[src/rtl/mem_port_arbiter_if.sv]
// Bundle for mem_port_arbiter: both requester ports plus the shared memory port.
// master = the arbiter's view, slave = the requesters/memory environment.
interface mem_port_arbiter_if #(
  parameter int ADDR_WIDTH = 32,
  parameter int DATA_WIDTH = 128
);
  logic                  req0, we0, ready0;
  logic [ADDR_WIDTH-1:0] addr0;
  logic [DATA_WIDTH-1:0] wdata0;
  logic                  req1, we1, ready1;
  logic [ADDR_WIDTH-1:0] addr1;
  logic [DATA_WIDTH-1:0] wdata1;
  logic [DATA_WIDTH-1:0] rdata;
  logic                  mem_req, mem_we, mem_ready;
  logic [ADDR_WIDTH-1:0] mem_addr;
  logic [DATA_WIDTH-1:0] mem_wdata, mem_rdata;
  logic [1:0]            sel;
  logic                  busy;

  modport master (
    input  req0, we0, addr0, wdata0, req1, we1, addr1, wdata1, mem_ready, mem_rdata,
    output ready0, ready1, rdata, mem_req, mem_we, mem_addr, mem_wdata, sel, busy
  );

  modport slave (
    output req0, we0, addr0, wdata0, req1, we1, addr1, wdata1, mem_ready, mem_rdata,
    input  ready0, ready1, rdata, mem_req, mem_we, mem_addr, mem_wdata, sel, busy
  );
endinterface

[src/rtl/mem_port_arbiter.sv]
// mem_port_arbiter: shares one memory port between the D-cache (port 0) and
// I-cache (port 1). One transaction at a time: IDLE -> BUSYx -> DONE -> IDLE.
// All outputs are registered. sel uses the mux encoding 00/01 = port, 10 = none.
// Optional macro MEM_ARB_ROUND_ROBIN_EN: on a tie the port not last granted
// wins; otherwise port 0 always wins a tie.
module mem_port_arbiter #(
  parameter int ADDR_WIDTH = 32,
  parameter int DATA_WIDTH = 128
) (
  input  logic               clk,
  input  logic               reset,
  mem_port_arbiter_if.master bus
);

  localparam logic [1:0] SEL_P0   = 2'b00;
  localparam logic [1:0] SEL_P1   = 2'b01;
  localparam logic [1:0] SEL_NONE = 2'b10;

  typedef enum logic [1:0] {IDLE, BUSY0, BUSY1, DONE} state_t;

  typedef struct packed {
    logic                  we;
    logic [ADDR_WIDTH-1:0] addr;
    logic [DATA_WIDTH-1:0] wdata;
  } req_t;

  state_t state, state_nxt;
  logic   gnt;       // grant issued on this edge
  logic   gnt_port;  // winning port (valid with gnt)
  logic   done;      // completion sampled on this edge
  logic   tie_p1;    // port 1 wins a tie
  req_t   win_req;

`ifdef MEM_ARB_ROUND_ROBIN_EN
  logic rr_ptr;  // last granted port

  // Remember the last winner so the other port takes the next tie.
  always_ff @(posedge clk or posedge reset) begin
    if (reset)    rr_ptr <= 1'b0;
    else if (gnt) rr_ptr <= gnt_port;
  end

  assign tie_p1 = ~rr_ptr;
`else
  assign tie_p1 = 1'b0;
`endif

  // A lone request always wins; a tie is resolved by tie_p1.
  always_comb begin
    gnt_port = bus.req1 & (~bus.req0 | tie_p1);
    win_req  = gnt_port ? req_t'{bus.we1, bus.addr1, bus.wdata1}
                        : req_t'{bus.we0, bus.addr0, bus.wdata0};
  end

  // State register.
  always_ff @(posedge clk or posedge reset) begin
    if (reset) state <= IDLE;
    else       state <= state_nxt;
  end

  // Next state plus grant/completion strobes; DONE ignores everything.
  always_comb begin
    state_nxt = state;
    gnt       = 1'b0;
    done      = 1'b0;
    case (state)
      IDLE: begin
        if (bus.req0 | bus.req1) begin
          gnt       = 1'b1;
          state_nxt = gnt_port ? BUSY1 : BUSY0;
        end
      end
      BUSY0, BUSY1: begin
        if (bus.mem_ready) begin
          done      = 1'b1;
          state_nxt = DONE;
        end
      end
      DONE:    state_nxt = IDLE;
      default: state_nxt = IDLE;
    endcase
  end

  // Registered outputs: latch the winner on grant, hold through BUSY,
  // release the port and pulse the owner's ready on completion.
  always_ff @(posedge clk or posedge reset) begin
    if (reset) begin
      bus.mem_req   <= 1'b0;
      bus.mem_we    <= 1'b0;
      bus.mem_addr  <= '0;
      bus.mem_wdata <= '0;
      bus.rdata     <= '0;
      bus.ready0    <= 1'b0;
      bus.ready1    <= 1'b0;
      bus.sel       <= SEL_NONE;
      bus.busy      <= 1'b0;
    end else begin
      bus.ready0 <= 1'b0;
      bus.ready1 <= 1'b0;
      bus.busy   <= (state_nxt != IDLE);
      if (gnt) begin
        bus.mem_req   <= 1'b1;
        bus.mem_we    <= win_req.we;
        bus.mem_addr  <= win_req.addr;
        bus.mem_wdata <= win_req.wdata;
        bus.sel       <= gnt_port ? SEL_P1 : SEL_P0;
      end
      if (done) begin
        bus.mem_req <= 1'b0;
        bus.mem_we  <= 1'b0;
        bus.sel     <= SEL_NONE;
        bus.rdata   <= bus.mem_rdata;  // also on writes; requester ignores it
        bus.ready0  <= (state == BUSY0);
        bus.ready1  <= (state == BUSY1);
      end
    end
  end

endmodule

[src/flat_wrapper.sv]
// flat-port wrapper written by rule: the top's interface ports become plain ports
module mem_port_arbiter_flat 
#(
  parameter int ADDR_WIDTH = 32,
  parameter int DATA_WIDTH = 128
)
  (clk, reset, bus_req0, bus_we0, bus_addr0, bus_wdata0, bus_req1, bus_we1, bus_addr1, bus_wdata1, bus_mem_ready, bus_mem_rdata, bus_ready0, bus_ready1, bus_rdata, bus_mem_req, bus_mem_we, bus_mem_addr, bus_mem_wdata, bus_sel, bus_busy);
  mem_port_arbiter_if #(.ADDR_WIDTH(ADDR_WIDTH), .DATA_WIDTH(DATA_WIDTH)) bus_i ();
  input  logic clk;
  input  logic reset;
  input wire logic [$bits(bus_i.req0)-1:0] bus_req0;
  input wire logic [$bits(bus_i.we0)-1:0] bus_we0;
  input wire logic [$bits(bus_i.addr0)-1:0] bus_addr0;
  input wire logic [$bits(bus_i.wdata0)-1:0] bus_wdata0;
  input wire logic [$bits(bus_i.req1)-1:0] bus_req1;
  input wire logic [$bits(bus_i.we1)-1:0] bus_we1;
  input wire logic [$bits(bus_i.addr1)-1:0] bus_addr1;
  input wire logic [$bits(bus_i.wdata1)-1:0] bus_wdata1;
  input wire logic [$bits(bus_i.mem_ready)-1:0] bus_mem_ready;
  input wire logic [$bits(bus_i.mem_rdata)-1:0] bus_mem_rdata;
  output wire logic [$bits(bus_i.ready0)-1:0] bus_ready0;
  output wire logic [$bits(bus_i.ready1)-1:0] bus_ready1;
  output wire logic [$bits(bus_i.rdata)-1:0] bus_rdata;
  output wire logic [$bits(bus_i.mem_req)-1:0] bus_mem_req;
  output wire logic [$bits(bus_i.mem_we)-1:0] bus_mem_we;
  output wire logic [$bits(bus_i.mem_addr)-1:0] bus_mem_addr;
  output wire logic [$bits(bus_i.mem_wdata)-1:0] bus_mem_wdata;
  output wire logic [$bits(bus_i.sel)-1:0] bus_sel;
  output wire logic [$bits(bus_i.busy)-1:0] bus_busy;
  assign bus_i.req0 = bus_req0;
  assign bus_i.we0 = bus_we0;
  assign bus_i.addr0 = bus_addr0;
  assign bus_i.wdata0 = bus_wdata0;
  assign bus_i.req1 = bus_req1;
  assign bus_i.we1 = bus_we1;
  assign bus_i.addr1 = bus_addr1;
  assign bus_i.wdata1 = bus_wdata1;
  assign bus_i.mem_ready = bus_mem_ready;
  assign bus_i.mem_rdata = bus_mem_rdata;
  assign bus_ready0 = bus_i.ready0;
  assign bus_ready1 = bus_i.ready1;
  assign bus_rdata = bus_i.rdata;
  assign bus_mem_req = bus_i.mem_req;
  assign bus_mem_we = bus_i.mem_we;
  assign bus_mem_addr = bus_i.mem_addr;
  assign bus_mem_wdata = bus_i.mem_wdata;
  assign bus_sel = bus_i.sel;
  assign bus_busy = bus_i.busy;
  mem_port_arbiter #(.ADDR_WIDTH(ADDR_WIDTH), .DATA_WIDTH(DATA_WIDTH)) u_core (.clk(clk), .reset(reset), .bus(bus_i));
endmodule
[config.mk]
export PLATFORM = sky130hd
export DESIGN_NAME = mem_port_arbiter_flat
export DESIGN_NICKNAME = d
export VERILOG_FILES = /design/src/rtl/mem_port_arbiter_if.sv /design/src/rtl/mem_port_arbiter.sv /design/src/flat_wrapper.sv
export SDC_FILE = /design/constraint.sdc
export NUM_CORES = 1
export LEC_CHECK = 0
export BUFFER_PORTS_ARGS = -buffer_cell sky130_fd_sc_hd__buf_4
export CAP_MARGIN = 10
export CORE_AREA = 2 2 293 295
export CTS_BUF_LIST = sky130_fd_sc_hd__clkbuf_2
export CTS_CLUSTER_DIAMETER = 40
export DETAILED_ROUTE_END_ITERATION = 10
export DIE_AREA = 0 0 295 297
export PLACE_DENSITY = 0.44
export SLEW_MARGIN = 15
export SYNTH_ARGS = -nofsm -noshare
export SYNTH_HDL_FRONTEND = slang
export SYNTH_SLANG_ARGS = --single-unit
[constraint.sdc]
create_clock -name clk -period 14.7 [get_ports clk]
set_clock_uncertainty 0.1 [all_clocks]
set_input_delay 0.735 -clock clk [delete_from_list [all_inputs] [get_ports clk]]
set_output_delay 0.735 -clock clk [all_outputs]
set_load 0.1 [all_outputs]
======== Yosys cells after proc, flatten, opt, wreduce, memory -nomap -nowiden ========
Cells that the tools add are included.
storage, ports and cells
  word-level logic and storage cells ...... 38
  output and inout port bits .............. 295
  memory bits (read-only) ................. 0
  input port bits ......................... 455
  latch bits .............................. 0
  memories ................................ 0
  register bits after elaboration ......... 297
  memory bits (writable) .................. 0
cells by class
  reductions and logical operators ........ 4
  mux-type cells .......................... 18
  divide/modulo/power cells ............... 0
  $mul .................................... 0
  $add $sub $neg .......................... 0
  bitwise operators ....................... 3
  magnitude comparators ................... 0
  shift-type cells ........................ 0
  equal/unequal tests ..................... 3
operator list
  operator                                             count
  2-to-1 mux 161 bit                                   1
  2-to-1 mux 1 bit                                     11
  2-to-1 mux 2 bit                                     5
  case mux 2 bit (3 select lines)                      1
  equality test 2 bit, second input constant           2
  nonzero test 2 bit                                   2
  equality test 2 x 1 -> 1 bit, second input constant  1
  zero test 2 bit                                      1
  OR reduction 2 bit                                   1
  bitwise AND 1 bit                                    1
  NOT 1 bit                                            1
  OR 1 bit                                             1

======== Depth between registers and ports, before layout ========
  depth in word-level cells ............... 6
  mapped depth ............................ 8
  mapped depth without buffers ............ 5

======== Least setup slack after synthesis ========
Ideal clock, no wire load.
  kind .................................... reg-to-reg
  from .................................... register u_core.state[0]
  to ...................................... register u_core.bus.rdata[0]
  library setup time ...................... 0.126 ns
  period minus slack after synthesis ...... 1.806 ns
  slack ................................... 12.894 ns
  path buffers ............................ 2
  arrival time ............................ 1.580 ns
  stages on the path, launching flop included .. 7
  data required time ...................... 14.474 ns
  cells stage by stage .................... dfrtp_1 -> inv_1 -> ha_1 -> nand2_1 -> buf_2 -> buf_2 -> mux2_2
between the ends
  cells in the longest elaborated chain, start to end .. 3
  elaborated cells on any way between the ends .. 4
  classes of those cells .................. eq/ne (2); mux (1); reduce/logical (1)
ends and longest elaborated chain
  what                                                                        RTL line                   text
  start: declaration                                                          mem_port_arbiter.sv:27     state_t state, state_nxt;
  start signal: assignment                                                    mem_port_arbiter.sv:58     else state <= state_nxt;
  equality test 2 bit / equality test 2 x 1 -> 1 bit (equally long branches)  mem_port_arbiter.sv:66     case (state)
  OR reduction 2 bit (*)                                                      mem_port_arbiter.sv:66
  2-to-1 mux 1 bit (*)                                                        mem_port_arbiter.sv:66
  end signal: assignment                                                      mem_port_arbiter.sv:112    bus.rdata <= bus.mem_rdata;
  end: declaration                                                            mem_port_arbiter_if.sv:22  output ready0, ready1, rdata, mem_req, mem_we, mem_addr, mem_wdata, sel, busy
Mark *: on every way between the ends. The rest lies on a longest branch, timed or not.
A chain may end at the register's enable or synchronous reset.

======== Worst setup path after layout ========
  from .................................... register u_core.state[0]
  to ...................................... register u_core.bus.mem_wdata[53]
between the ends
  cells in the longest elaborated chain, start to end .. 2
ends and longest elaborated chain
  what                    RTL line                   text
  zero test 2 bit         mem_port_arbiter.sv:66
  2-to-1 mux 1 bit        mem_port_arbiter.sv:66
  end signal: assignment  mem_port_arbiter.sv:105    bus.mem_wdata <= win_req.wdata;
  end: declaration        mem_port_arbiter_if.sv:22
Every way passes these cells.

==> metrics <==
core outline area=0.0845 mm2; compound-cell area share of the yosys netlist=0.0862; drt first pass iters=5; fmax=252 MHz; commonest non-fill, non-tap cell in the layout=buf_4; grt ovf=0; Syn Nets=1,640; share of layout cells above drive strength 1=0.414; Netlist cell types=24; Std-Cell Rows=107; R2R depth=7; Synth Area in Simple Gates=0.152; CTS tree=yes; post-DR vias/cell=3.81; min Tclk post-route=3.96 ns; crit path kind=reg2reg; Die X=295 um; Starting Density=0.146; yosys warns=0; Register Area=0.00743 mm2; initial DRC count=462; Final nets=2,876; Die Y=297 um; Tcrit/Tclk final=0.269; worst skew pair latency=1.05 ns; placed inst area=0.0191 mm2; Min Hold Slack=0.230 ns; main combinational cell family by area after synthesis=simple AND/OR/NAND/NOR gates; Via Count=13.8k; mux contribution to synthesized area=0.119; Mapped Avg Cell Area=10.4 um2; Max H-tree Level=3; CTS root buf=clkbuf_2; Critical Path RT=15.54 ns; Worst-path clk slew=0.10 ns; CP Launch Type=register; dpl hpwl=37,300 um; Least-Margin Pin Slew=1.11 ns; arrival time at the worst endpoint=4.80 ns; Post-route DRC=0; Final Hold Vio Count=0; XOR/XNOR share of the synthesized area=0; antenna violations before repair=7; number of global-route vias before repair=14.8k; Wirelength per Cell=15.0 um; CTS max path bufs=3; Fill cells=8,918; Die ar.=0.0876 mm2; setup TNS=0 ns; most frequent cells in the layout=760 x buf_4, 468 x dlygate4sd3_1, 324 x nand2_1; register area share after synthesis=0.603; io pins=750; Rel. slew slack=0.260; Final ANT Viol Nets=0; first-pass GRT wire length=82,600 um; Final Cell Area=0.0245 mm2; largest net degree at the start of global routing=106; number of CTS-inserted buffers=92; endpoints failing setup=0; Worst Setup End Kind=register; Multi-input gate area=0.00447 mm2; status=complete, no violations; Routed WL=54,500 um; MaxCap Viol Count=0; unrepaired setup endpoints after global routing=no; RePlAce Congestion=0.805; Final Slew Violations=0; synthesized area=0.0123 mm2; Tot GR Track Use=0.120; synthesis-stage register bit count=297; worst-path fanout max=99; Syn-to-layout area delta=99.0%; Post-CTS Resized=0; IO buf count=749; Tightest Hold Check Type=in2async; post-synthesis adder-cell area fraction=0.00305; Clock Sinks=297; Post-Synthesis Cells=1,182
## what timing repair did
item	4_1_cts	5_1_grt
buffers inserted	0	0
hold buffers	468	0
setup endpoints to repair	0	0
hold endpoints to repair	399	0
## logic make-up (layout without fill, tap and decap cells)
logic type / count (synthesis) / after routing
buffers and inverters: 89 / 1377
AO/OA/AOI/OAI: 170 / 170
other: 0 / 8
AND/OR/NAND/NOR: 493 / 493
flip-flops: 297 / 297
multiplexers: 130 / 130
adder cells (fa/ha/maj): 3 / 3
## through the flow
step / cells / setup slack [ns] / utilization
floorplan: 1182 / 5.66 / -
global placement: 3000 / 11.15 / 0.226
detailed placement: 3000 / 11.10 / 0.226
CTS: 3614 / 10.78 / 0.290
global route: 3620 / 10.37 / 0.290
finish: 3622 / 10.74 / 0.290
## final timing paths
kind                                   start                       end  slack (ns)
setup / recovery             u_core.state[0]  u_core.bus.mem_wdata[53]       10.74
hold / removal                         reset       u_core.bus.rdata[6]        0.23
setup reg to reg             u_core.state[0]  u_core.bus.mem_wdata[53]       10.74
hold reg to reg            u_core.bus.sel[1]         u_core.bus.sel[1]        0.35
max in group asynchronous              reset   u_core.bus.mem_addr[24]       12.01
min in group clk            bus_mem_rdata[0]       u_core.bus.rdata[0]        0.28
## worst max-delay path, cell delays in order, from the launching register on
cell and delay (ns):
dfrtp_1 0.39, inv_1 0.09, ha_1 0.31, o21a_4 0.38, buf_4 0.75, buf_4 0.85, a31oi_1 0.17, dlygate4sd3_1 0.61
## per-layer routing
| layer | vias up | global-route usage | wire, um |
|---|---|---|---|
| met5 | - | 0 | 31 |
| met4 | 6 | 0.0544 | 1980 |
| met3 | 139 | 0.0359 | 4310 |
| met2 | 550 | 0.215 | 27600 |
| met1 | 6596 | 0.128 | 20500 |
| li1 | 6513 | - | - |
## final cells by class
cell class / count / share of cell area
Clock buffer: 119 / 0.0243
Clock inverter: 27 / 0.00602
Multi-Input combinational cell: 796 / 0.182
Antenna cell: 8 / 0.000817
Tap cell: 1144 / 0.0584
Inverter: 3 / 0.000766
Timing Repair Buffer: 1228 / 0.424
Sequential cell: 297 / 0.303
## sequential cells by signal, summed over array words and instances, names as in the netlist
name,flops
u_core.bus.mem_addr,32
u_core.state,2
u_core.bus.ready0,1
u_core.bus.sel,2
u_core.bus.mem_we,1
u_core.bus.rdata,128
u_core.bus.mem_wdata,128
u_core.bus.mem_req,1
u_core.bus.ready1,1
u_core.bus.busy,1
## cells in the mapped netlist
cell type  number  share of area
or3b_1          1        0.00071
inv_1           3        0.00091
nand2b_1        2         0.0010
dfstp_2         1         0.0021
o21ai_0         4         0.0016
dfrtp_1       296           0.60
mux2_4          1         0.0012
a31oi_1       160          0.081
buf_2          70          0.028
nand2_1       325          0.099
nor2b_1         2         0.0010
and3_1          1        0.00051
o221a_1         1        0.00091
nor2_1        160          0.049
and2b_1         1        0.00061
a21oi_1         3         0.0012
mux2i_1         1        0.00081
mux2_2        128           0.12
o21a_1          2         0.0012
and2_1          1        0.00051
buf_6           1        0.00091
clkbuf_1       11         0.0034
ha_1            3         0.0030
buf_4           4         0.0024
Power is not shown: default switching activity piles up to over one toggle a cycle in this logic, so the estimate is an artifact.
